### src/rtl/barrel_shift_arbiter.sv
// Round-robin arbiter that time-shares one external combinational barrel shifter
// among NREQ requesters, returning each tagged result on a single response channel.
module barrel_shift_arbiter #(
    parameter int NREQ  = 4,
    parameter int WIDTH = 8,
    parameter int SHW   = 3,
    localparam int IDW  = (NREQ > 1) ? $clog2(NREQ) : 1
) (
    input  logic                   clk,
    input  logic                   rst,
    input  logic [NREQ-1:0]        req_valid,
    output logic [NREQ-1:0]        req_ready,
    input  logic [NREQ*WIDTH-1:0]  req_data,
    input  logic [NREQ*SHW-1:0]    req_shift,
    output logic [WIDTH-1:0]       sh_data_in,
    output logic [SHW-1:0]         sh_shifts,
    input  logic [WIDTH-1:0]       sh_data_out,
    output logic                   rsp_valid,
    input  logic                   rsp_ready,
    output logic [WIDTH-1:0]       rsp_data,
    output logic [IDW-1:0]         rsp_id,
    output logic                   busy
);

    typedef enum logic [1:0] {
        IDLE  = 2'd0,
        SHIFT = 2'd1,
        RESP  = 2'd2
    } state_t;

    state_t             state_reg;
    logic [IDW-1:0]     last_grant_reg;
    logic [IDW-1:0]     op_id_reg;
    logic [WIDTH-1:0]   op_data_reg;
    logic [SHW-1:0]     op_shift_reg;
    logic [WIDTH-1:0]   rsp_data_reg;
    logic [IDW-1:0]     rsp_id_reg;
    logic               rsp_valid_reg;
    logic               busy_reg;

    logic [WIDTH-1:0]   data_arr  [NREQ];
    logic [SHW-1:0]     shift_arr [NREQ];
    logic [IDW-1:0]     cand_idx  [NREQ];
    logic [NREQ-1:0]    cand_hit;
    logic [IDW-1:0]     winner;
    logic               grant_valid;

    genvar gi;
    generate
        for (gi = 0; gi < NREQ; gi++) begin : g_unpack
            assign data_arr[gi]  = req_data[gi*WIDTH +: WIDTH];
            assign shift_arr[gi] = req_shift[gi*SHW +: SHW];
        end

        // Candidate gi is the requester gi+1 positions after the last grant, modulo NREQ.
        for (gi = 0; gi < NREQ; gi++) begin : g_cand
            logic [IDW:0] sum;
            assign sum = {1'b0, last_grant_reg} + (IDW+1)'(gi + 1);
            assign cand_idx[gi] = (sum >= (IDW+1)'(NREQ)) ? IDW'(sum - (IDW+1)'(NREQ))
                                                           : sum[IDW-1:0];
            assign cand_hit[gi] = req_valid[cand_idx[gi]];
        end
    endgenerate

    // Lowest candidate offset wins; iterating downward lets it overwrite the rest.
    always_comb begin
        grant_valid = 1'b0;
        winner      = '0;
        for (int k = NREQ - 1; k >= 0; k--) begin
            if (cand_hit[k]) begin
                grant_valid = 1'b1;
                winner      = cand_idx[k];
            end
        end
    end

    always_comb begin
        req_ready = '0;
        if (!rst && state_reg == IDLE && grant_valid) begin
            req_ready[winner] = 1'b1;
        end
    end

    always_ff @(posedge clk or posedge rst) begin
        if (rst) begin
            state_reg      <= IDLE;
            last_grant_reg <= IDW'(NREQ - 1);
            op_id_reg      <= '0;
            op_data_reg    <= '0;
            op_shift_reg   <= '0;
            rsp_data_reg   <= '0;
            rsp_id_reg     <= '0;
            rsp_valid_reg  <= 1'b0;
            busy_reg       <= 1'b0;
        end else begin
            case (state_reg)
                IDLE: begin
                    if (grant_valid) begin
                        op_data_reg    <= data_arr[winner];
                        op_shift_reg   <= shift_arr[winner];
                        op_id_reg      <= winner;
                        last_grant_reg <= winner;
                        busy_reg       <= 1'b1;
                        state_reg      <= SHIFT;
                    end
                end
                SHIFT: begin
                    rsp_data_reg  <= sh_data_out;
                    rsp_id_reg    <= op_id_reg;
                    rsp_valid_reg <= 1'b1;
                    state_reg     <= RESP;
                end
                RESP: begin
                    if (rsp_ready) begin
                        rsp_valid_reg <= 1'b0;
                        busy_reg      <= 1'b0;
                        state_reg     <= IDLE;
                    end
                end
                default: begin
                    rsp_valid_reg <= 1'b0;
                    busy_reg      <= 1'b0;
                    state_reg     <= IDLE;
                end
            endcase
        end
    end

    // Operand registers feed the shifter directly, so they only change on an accept.
    assign sh_data_in = op_data_reg;
    assign sh_shifts  = op_shift_reg;
    assign rsp_valid  = rsp_valid_reg;
    assign rsp_data   = rsp_data_reg;
    assign rsp_id     = rsp_id_reg;
    assign busy       = busy_reg;

endmodule
### config.mk
export PLATFORM = sky130hd
export DESIGN_NAME = barrel_shift_arbiter
export DESIGN_NICKNAME = d
export VERILOG_FILES = /design/src/rtl/barrel_shift_arbiter.sv
export SDC_FILE = /design/constraint.sdc
export NUM_CORES = 1
export LEC_CHECK = 0
export CAP_MARGIN = 20
export CORE_ASPECT_RATIO = 0.5
export CORE_UTILIZATION = 35
export DETAILED_ROUTE_END_ITERATION = 10
export PLACE_DENSITY = 0.89
export SYNTH_ARGS = -nofsm -noshare
export SYNTH_HDL_FRONTEND = slang
export SYNTH_SLANG_ARGS = --single-unit
export TNS_END_PERCENT = 20
### constraint.sdc
create_clock -name clk -period 2 [get_ports clk]
set_input_delay 0.5 -clock clk [delete_from_list [all_inputs] [get_ports clk]]
set_output_delay 0.5 -clock clk [all_outputs]
set_load 0.05 [all_outputs]
# Yosys cells after proc, flatten, opt, wreduce, memory -nomap -nowiden
# Index checks and enable logic that the tools add are counted.
[classes] addsub=8 n_mux=36 n_reduce_logical=9 n_eq_ne=4 n_lt_le_gt_ge=11 n_bitwise=3
[ops] op="2-bit 2-to-1 mux" n=10
[ops] op="8-bit binary-select mux with 2-bit select" n=1
[ops] op="8-bit 2-to-1 mux" n=2
[ops] op="3-bit >= comparator (second input constant)" n=5
[ops] op="2-bit by 3-bit < comparator with 1-bit output (second input constant)" n=5
[ops] op="1-bit 2-to-1 mux" n=11
[ops] op="1-bit binary-select mux with 2-bit select" n=4
[ops] op="2-bit by 1-bit subtractor with 2-bit output (second input constant)" n=4
[ops] op="2-bit by 2-bit adder with 3-bit output (second input constant)" n=2
[ops] op="3-bit binary-select mux with 2-bit select" n=1
[ops] op="3-bit 2-to-1 mux" n=2
[ops] op="1-bit one-hot mux with 3 select lines" n=2
[ops] op="2-bit one-hot mux with 3 select lines" n=1
[ops] op="2-bit AND reduction" n=3
[ops] op="4-bit 2-to-1 mux" n=1
[ops] op="2-bit != test (second input constant)" n=2
[ops] op="2-bit by 1-bit adder with 3-bit output (second input constant)" n=1
[ops] op="2-bit by 3-bit adder with 3-bit output (second input constant)" n=1
[ops] op="1-bit logical AND" n=3
[ops] op="2-bit NOT with 3-bit output" n=1
[ops] op="3-bit AND reduction" n=1
[ops] op="1-bit demux with 2-bit select" n=1
[ops] op="2-bit by 1-bit == test with 1-bit output (second input constant)" n=1
[ops] op="2-bit == test (second input constant)" n=1
[ops] op="other kinds (4)" n=5
[word_totals] register_bits=29 out_inout_bits=27 in_bits=59

# Logic depth before layout (Yosys ltp)
# Gate-level depths: netlist (run 1).
[logic_depth] ltp_word=14 mapped_depth=7 depth_no_buf=5

# Worst setup path after synthesis (run 1)
# Ideal clock, no wire load.
[synth_timing] kind="reg-to-output" startpoint="register last_grant_reg[1]" endpoint="output port req_ready[2]" arrival_time_ns=2.438 required_ns=1.500 slack_ns=-0.938 stages_incl_launch_ff=6 cell_sequence="dfstp_2 mux2_4 a22oi_2 clkbuf_1 nand2_1 nor3_1"
[synth_between] elab_chain_len=14 elab_cells_between_ends=39 classes_between="add/sub (8); order compare (6); mux (23); reduce/logical (2)"
[synth_rtl] element="start, declared" line="32" rtl="logic [IDW-1:0] last_grant_reg;"
[synth_rtl] element="start signal, assigned" line="87" rtl="last_grant_reg <= IDW'(NREQ - 1);"
[synth_rtl] element="start signal, assigned" line="102" rtl="last_grant_reg <= winner;"
[synth_rtl] element="2-bit by 3-bit adder with 3-bit output" line="58" rtl="assign sum = {1'b0, last_grant_reg} + (IDW+1)'(gi + 1);"
[synth_rtl] element="3-bit >= comparator / 2-bit by 1-bit subtractor with 2-bit output (equally long branches)" line="59" rtl="assign cand_idx[gi] = (sum >= (IDW+1)'(NREQ)) ? IDW'(sum - (IDW+1)'(NREQ))"
[synth_rtl] element="2-bit 2-to-1 mux" line="59"
[synth_rtl] element="1-bit binary-select mux with 2-bit select" line="61" rtl="assign cand_hit[gi] = req_valid[cand_idx[gi]];"
[synth_rtl] element="1-bit 2-to-1 mux (not written as such)" line="61"
[synth_rtl] element="2-bit 2-to-1 mux (4 in series)" line="70" rtl="if (cand_hit[k]) begin"
[synth_rtl] element="2-bit by 3-bit < comparator with 1-bit output (not written as such) / 2-bit by 1-bit >= comparator with 1-bit output (equally long branches)" line="80" rtl="req_ready[winner] = 1'b1;"
[synth_rtl] element="1-bit logical AND (not written as such)" line="80"
[synth_rtl] element="1-bit 2-to-1 mux (not written as such)" line="80"
[synth_rtl] element="1-bit demux with 2-bit select" line="80"
[synth_rtl] element="4-bit 2-to-1 mux (*)" line="79" rtl="if (!rst && state_reg == IDLE && grant_valid) begin"
[synth_rtl] element="end, declared" line="12" rtl="output logic [NREQ-1:0] req_ready,"
# Every way passes the cells marked *; elsewhere a longest branch is shown, timed or not. The select of a mux whose other input is x is not followed.

# Worst setup path in the final report (run 1)
[layout_timing] startpoint="input port req_valid[1]" endpoint="output port req_ready[0]"
[layout_between] elab_chain_len=11 elab_cells_between_ends=23 classes_between="order compare (2); mux (19); reduce/logical (2)"
[layout_rtl] element="start, declared" line="11" rtl="input logic [NREQ-1:0] req_valid,"
[layout_rtl] element="1-bit binary-select mux with 2-bit select" line="61"
[layout_rtl] element="1-bit 2-to-1 mux (not written as such)" line="61"
[layout_rtl] element="2-bit 2-to-1 mux (4 in series)" line="70"
[layout_rtl] element="2-bit by 3-bit < comparator with 1-bit output (not written as such) / 2-bit by 1-bit >= comparator with 1-bit output (equally long branches)" line="80"
[layout_rtl] element="1-bit logical AND (not written as such)" line="80"
[layout_rtl] element="1-bit 2-to-1 mux (not written as such)" line="80"
[layout_rtl] element="1-bit demux with 2-bit select" line="80"
[layout_rtl] element="4-bit 2-to-1 mux (*)" line="79"
# Marked as above.

==> flow_summary.json, run 1 <==
{
  "grt_overflow": 0,
  "grt_max_degree": 29,
  "area_growth_syn_to_layout_pct": 79.78,
  "crit_required_ns": 1.50,
  "io_pins": 86,
  "ir_drop_mv": 0.9692,
  "status": "finished, violations left",
  "clkSinkCount": 29,
  "die_area_mm2": 0.004760,
  "end_kind": "output port",
  "drv_cap": 0,
  "fin_cells": 300,
  "crit_path_start_kind": "primary input",
  "grt_setup_unrepaired": "yes",
  "syn_inst": 141,
  "vias_per_cell": 5.260,
  "clockBufferDepth": 2,
  "wl_per_cell_um": 17.52,
  "p_leak_nw": 1.161,
  "routabilityCongestion": 0.8130,
  "drc": 0,
  "root_buffer": "clkbuf_8",
  "vias": 1578,
  "syn_area_per_cell_um2": 11.10,
  "syn-num-nets": 200,
  "initial_core_util": 0.3833,
  "grt_pass1_vias": 1722,
  "yosysSeqAreaShare": 0.4652,
  "slew_headroom": 0.6520,
  "p_per_area_mw_per_mm2": 1649,
  "finalSetupViolCount": 11,
  "setup_ws_ns": -0.4245,
  "n_antenna_cell": 0,
  "drive_gt1_frac": 0.3049,
  "finalHoldViolCount": 0,
  "synth_cell_types": 29,
  "chipHeight_um": 49.29,
  "htreeDepth": 2,
  "routed_wl_um": 5255,
  "drtIter0Drc": 43,
  "fin_worst_skew_ns": 0.005790,
  "finalMaxSlewViolations": 0,
  "cts_inserted_buffers": 5,
  "numPortBuffers": 85,
  "cts_tree": "built",
  "clk-insertion-delay-late_ns": 0.29,
  "grtUsageTotal": 0.2445,
  "nFillCells": 293,
  "yosysWarnings": 0,
  "arrival_ns": 1.92,
  "firstDrtPassIters": 4,
  "cp_max_fo": 5,
  "postRouteAntennaNets": 0,
  "fin_tns_setup_ns": -1.962,
  "ys_ff_latch": 29,
  "nets": 305,
  "num_rows": 16,
  "clkSlewWorstSetupHoldPaths_ns": 0.07,
  "timing_worst_setup_path_type": "primary input to output port",
  "fin_crit_sh": 1.212,
  "netlist_area_mm2": 0.001565,
  "core_area_mm2": 0.004084,
  "die_w_um": 96.58,
  "dp.cells": 288,
  "failed_checks": "setup timing",
  "dp_hpwl_um": 3566,
  "cts_hold_buf": 0,
  "fmax_mhz": 412.5,
  "grt_pass1_wl_um": 8521,
  "hp-class": "primary input to async pin",
  "min_period_ns": 2.424,
  "antenna_found_initial": 0,
  "worst_pin_slew_ns": 0.5204
}
==> logic make-up after synthesis <==
group | after synthesis | synth area share
flops | 29 | 0.4652
simple gates | 28 | 0.08313
buf+inv | 14 | 0.06074
compound gates | 48 | 0.2390
mux | 22 | 0.1519
==> layout by cell type, fill, tap and decap left out, types with 2 or more instances in the layout <==
cell              n
a211oi_1         16
a211oi_2          6
a21boi_0         12
a21oi_1           2
buf_12            5
buf_4            27
clkbuf_8          6
clkdlybuf4s15_1   2
clkdlybuf4s50_1  69
dfrtp_1          27
dfstp_2           2
dlygate4sd2_1     2
dlymetal6s2s_1    2
inv_1             4
mux2_2           10
mux2i_1           8
mux2i_2           3
nor2_1           15
nor2b_1           3
nor3_4            2
o21a_1            3
o21ai_0           3
==> path summary, 6_finish.rpt <==
path	depth (start not counted)	slack, ns	from	end
min in group clk	1	0.48	rsp_valid	rsp_valid
min	2	0.42	rst	sh_data_in[2]
max in group asynchronous	3	0.97	rst	last_grant_reg[1]
max	6	-0.42	req_valid[1]	req_ready[0]
max reg2reg	7	-0.12	last_grant_reg[1]	sh_data_in[4]
min reg2reg	1	0.48	rsp_valid	rsp_valid
==> power breakdown <==
| group | leakage [nW] | total, mW | switching, mW | internal (mW) |
|---|---|---|---|---|
| Sequential | 0.330 | 1.09 | 0.180 | 0.909 |
| Clock | 0.0433 | 0.497 | 0.226 | 0.271 |
| Combinational | 0.788 | 3.05 | 1.79 | 1.26 |
| Total | 1.16 | 4.64 | 2.20 | 2.44 |
==> cell type report <==
type                            instances  area (um^2)  area share
Clock buffer                            6        82.58     0.02935
Clock inverter                          1        7.507    0.002668
Inverter                                4        15.01    0.005336
Multi-Input combinational cell         98        845.8      0.3006
Sequential cell                        29        728.2      0.2588
Tap cell                               54        67.56     0.02401
Timing Repair Buffer                  108         1067      0.3793
==> through the flow <==
stage	utilization	worst slack [ns]	power, mW	hold slack (ns)	area (um^2)
floorplan	-	-0.2705	2.960	0.4794	1605
global placement	0.6363	-0.5809	3.828	0.4632	2599
detailed placement	0.6363	-0.7555	3.915	0.4702	2599
CTS	0.6823	-0.3928	4.570	0.4173	2786
global route	0.6890	-0.4770	4.884	0.4365	2814
finish	0.6890	-0.4245	4.640	0.4200	2814
==> layer usage <==
layer / up-vias / wire length (um) / part of all wire / global-route usage
met5: - / 0 / 0 / 0
li1: 729 / - / - / -
met3: 13 / 249 / 0.047 / 0.05919
met4: 0 / 138 / 0.026 / 0.1201
met1: 780 / 2181 / 0.42 / 0.2879
met2: 56 / 2685 / 0.51 / 0.4155
==> worst max-delay path: stages <==
cell,delay (ns)
clkdlybuf4s15_1,0.30
mux2_4,0.34
a22oi_2,0.21
and2_4,0.23
and3_4,0.21
buf_12,0.13
==> cells in the mapped netlist, drive strengths merged <==
master | n | area, um^2
o21a | 3 | 22.52
nor4 | 1 | 6.260
o21bai | 1 | 7.510
nor2b | 3 | 18.77
and3 | 2 | 12.51
nor2 | 15 | 56.30
a31oi | 1 | 6.260
a21oi | 2 | 10.01
a211oi | 22 | 190.2
dfstp | 2 | 52.55
clkbuf | 4 | 15.01
and2 | 1 | 8.760
o21ai | 4 | 20.02
a22oi | 1 | 12.51
buf | 6 | 65.06
nand3 | 1 | 5.000
mux2 | 11 | 127.6
nor3 | 3 | 15.01
a21boi | 13 | 97.59
a21o | 1 | 7.510
mux2i | 11 | 110.1
inv | 4 | 15.01
nand2 | 2 | 7.510
dfrtp | 27 | 675.7
==> timing repair <==
item                       4_1_cts  5_1_grt
pin swaps                        5        8
buffers inserted                 5        0
gates resized for setup         17        9
setup endpoints to repair       15       17
(Power assumes the default switching activity.)
==> run 2: changes to the inputs <==
--- a/config.mk
+++ b/config.mk
@@ -6,10 +6,13 @@
 export NUM_CORES = 1
 export LEC_CHECK = 0
 export CAP_MARGIN = 20
+export CELL_PAD_IN_SITES_DETAIL_PLACEMENT = 1
+export CELL_PAD_IN_SITES_GLOBAL_PLACEMENT = 1
 export CORE_ASPECT_RATIO = 0.5
-export CORE_UTILIZATION = 35
+export CORE_UTILIZATION = 25
 export DETAILED_ROUTE_END_ITERATION = 10
-export PLACE_DENSITY = 0.89
+export PLACE_DENSITY = 0.87
+export REMOVE_ABC_BUFFERS = 1
 export SYNTH_ARGS = -nofsm -noshare
 export SYNTH_HDL_FRONTEND = slang
 export SYNTH_SLANG_ARGS = --single-unit
==> flow_summary.json, run 2 (synthesis gave the netlist of run 1 again) <==
{
  "grt_overflow": 0,
  "min_period_ns": 2.449,
  "io_pins": 86,
  "crit_required_ns": 1.50,
  "cts_tree": "built",
  "worst_pin_slew_ns": 0.5154,
  "crit_chain": "mux2_4 -> a22oi_2 -> nand2_1 -> buf_4 -> and3_4 -> buf_12",
  "cp_num_buf_inv": 2,
  "final_common_cell": "clkdlybuf4s50_1",
  "routabilityCongestion": 0.8591,
  "drive_gt1_frac": 0.3482,
  "fin_worst_skew_ns": 0.004616,
  "vias_per_cell": 4.813,
  "cpLargestDelayFamily": "flip-flops",
  "slowest_stage": "dfstp_2",
  "grt_max_degree": 30,
  "arrival_ns": 1.95,
  "chipHeight_um": 57.95,
  "end_kind": "output port",
  "die_w_um": 113.9,
  "critPathMaxStageDelay_ns": 0.56,
  "p_sw_mw": 2.273,
  "drc": 0,
  "n_antenna_cell": 0,
  "nets": 305,
  "finalPower_mw": 5.050,
  "root_buffer": "clkbuf_16",
  "drv_cap": 0,
  "finalMaxSlewViolations": 0,
  "setup_ws_ns": -0.4489,
  "seq_area_um2": 728.2,
  "pwr-share-seq": 0.219,
  "grt_setup_unrepaired": "yes",
  "grt_pass1_wl_um": 8970,
  "clkSinkCount": 29,
  "reg2reg_slack_ns": -0.05,
  "fmax_mhz": 408.4,
  "dp_hpwl_um": 4001,
  "cp_max_fo": 3,
  "swShare": 0.4502,
  "numPortBuffers": 85,
  "routed_wl_um": 6033,
  "area_growth_syn_to_layout_pct": 85.85,
  "internal_power_mw": 2.777,
  "multiInputGateArea_um2": 844.6,
  "cts_hold_buf": 0,
  "layout_common_cells": "clkdlybuf4s50_1 (66), buf_4 (31), dfrtp_1 (27)",
  "core_area_mm2": 0.005753,
  "slew_headroom": 0.6553,
  "status": "finished, violations left",
  "wl_per_cell_um": 18.23,
  "finalSetupViolCount": 9,
  "crit_path_start_kind": "register",
  "hp-class": "register to register",
  "fin_crit_sh": 1.224,
  "fin_util": 0.5057,
  "failed_checks": "setup timing",
  "timing_worst_setup_path_type": "register to output port",
  "cts_inserted_buffers": 5,
  "initial_core_util": 0.2721,
  "postRouteAntennaNets": 0,
  "antenna_found_initial": 0,
  "vias": 1593,
  "ir_drop_mv": 0.7699,
  "finalHoldViolCount": 0,
  "p_comb_frac": 0.607,
  "drtIter0Drc": 36,
  "share_clk_of_total_power": 0.174,
  "htreeDepth": 2,
  "clockBufferDepth": 2,
  "p_per_area_mw_per_mm2": 1736,
  "pre_cts_slack_ns": -0.6076,
  "clkSlewWorstSetupHoldPaths_ns": 0.05,
  "clk-insertion-delay-late_ns": 0.27,
  "nFillCells": 632,
  "die_area_mm2": 0.006601,
  "grt_pass1_vias": 1720,
  "grtUsageTotal": 0.1808,
  "num_rows": 19,
  "p_leak_nw": 1.185,
  "firstDrtPassIters": 4
}
## run 2: cell type report
cell class,instances,area share
timing repair buffer,108,0.3587
multi-input combinational,98,0.2903
sequential,29,0.2503
clock buffer,7,0.04903
tap,84,0.03613
clock inverter,1,0.01032
inverter,4,0.005161
## run 2: worst paths after layout
check / start / endpoint / depth (start not counted)
worst max-delay path: last_grant_reg[1] / req_ready[1] / 6
worst max register to register: last_grant_reg[1] / sh_shifts[0] / 7
worst min register to register: rsp_valid / rsp_valid / 1
min in group asynchronous: rst / sh_data_in[0] / 3
worst min-delay path: rsp_valid / rsp_valid / 1
max in group asynchronous: rst / last_grant_reg[0] / 3
## run 2: power by group through the flow
| stage | Combinational, mW | Clock (mW) | Sequential [mW] |
|---|---|---|---|
| after floorplan | 0.894 | 0 | 1.89 |
| after global placement | 2.68 | 0 | 1.08 |
| after detailed placement | 2.75 | 0 | 1.10 |
| after CTS | 2.88 | 0.891 | 1.10 |
| after global routing | 3.21 | 0.929 | 1.14 |
| final | 3.06 | 0.879 | 1.11 |
## run 2: through the flow
| stage | area, um^2 | TNS (ns) | std cells | hold slack (ns) |
|---|---|---|---|---|
| 2_1_floorplan | 1485 | -18.44 | 131 | 0.4794 |
| 3_3_place_gp | 2571 | -5.604 | 315 | 0.4693 |
| 3_5_place_dp | 2571 | -7.060 | 315 | 0.4856 |
| 4_1_cts | 2828 | -1.270 | 326 | 0.4971 |
| 5_1_grt | 2909 | -2.649 | 331 | 0.5146 |
| 6_report | 2909 | -1.756 | 331 | 0.4867 |
## run 2: repair_timing
| item | in CTS | in global routing |
|---|---|---|
| endpoints found under the hold margin | 0 | 0 |
| buffers inserted | 4 | 5 |
| resized for setup | 21 | 15 |
| pin swaps | 5 | 6 |
| endpoints found under the setup margin | 15 | 13 |
## run 2: metal layers
| layer | track usage | share of wire | routed length (um) | vias to the layer above |
|---|---|---|---|---|
| li1 | - | - | - | 728 |
| met1 | 0.1928 | 0.40 | 2401 | 812 |
| met2 | 0.3598 | 0.55 | 3296 | 45 |
| met3 | 0.04184 | 0.036 | 218 | 8 |
| met4 | 0.05751 | 0.019 | 117 | 0 |
| met5 | 0 | 0 | 0 | - |
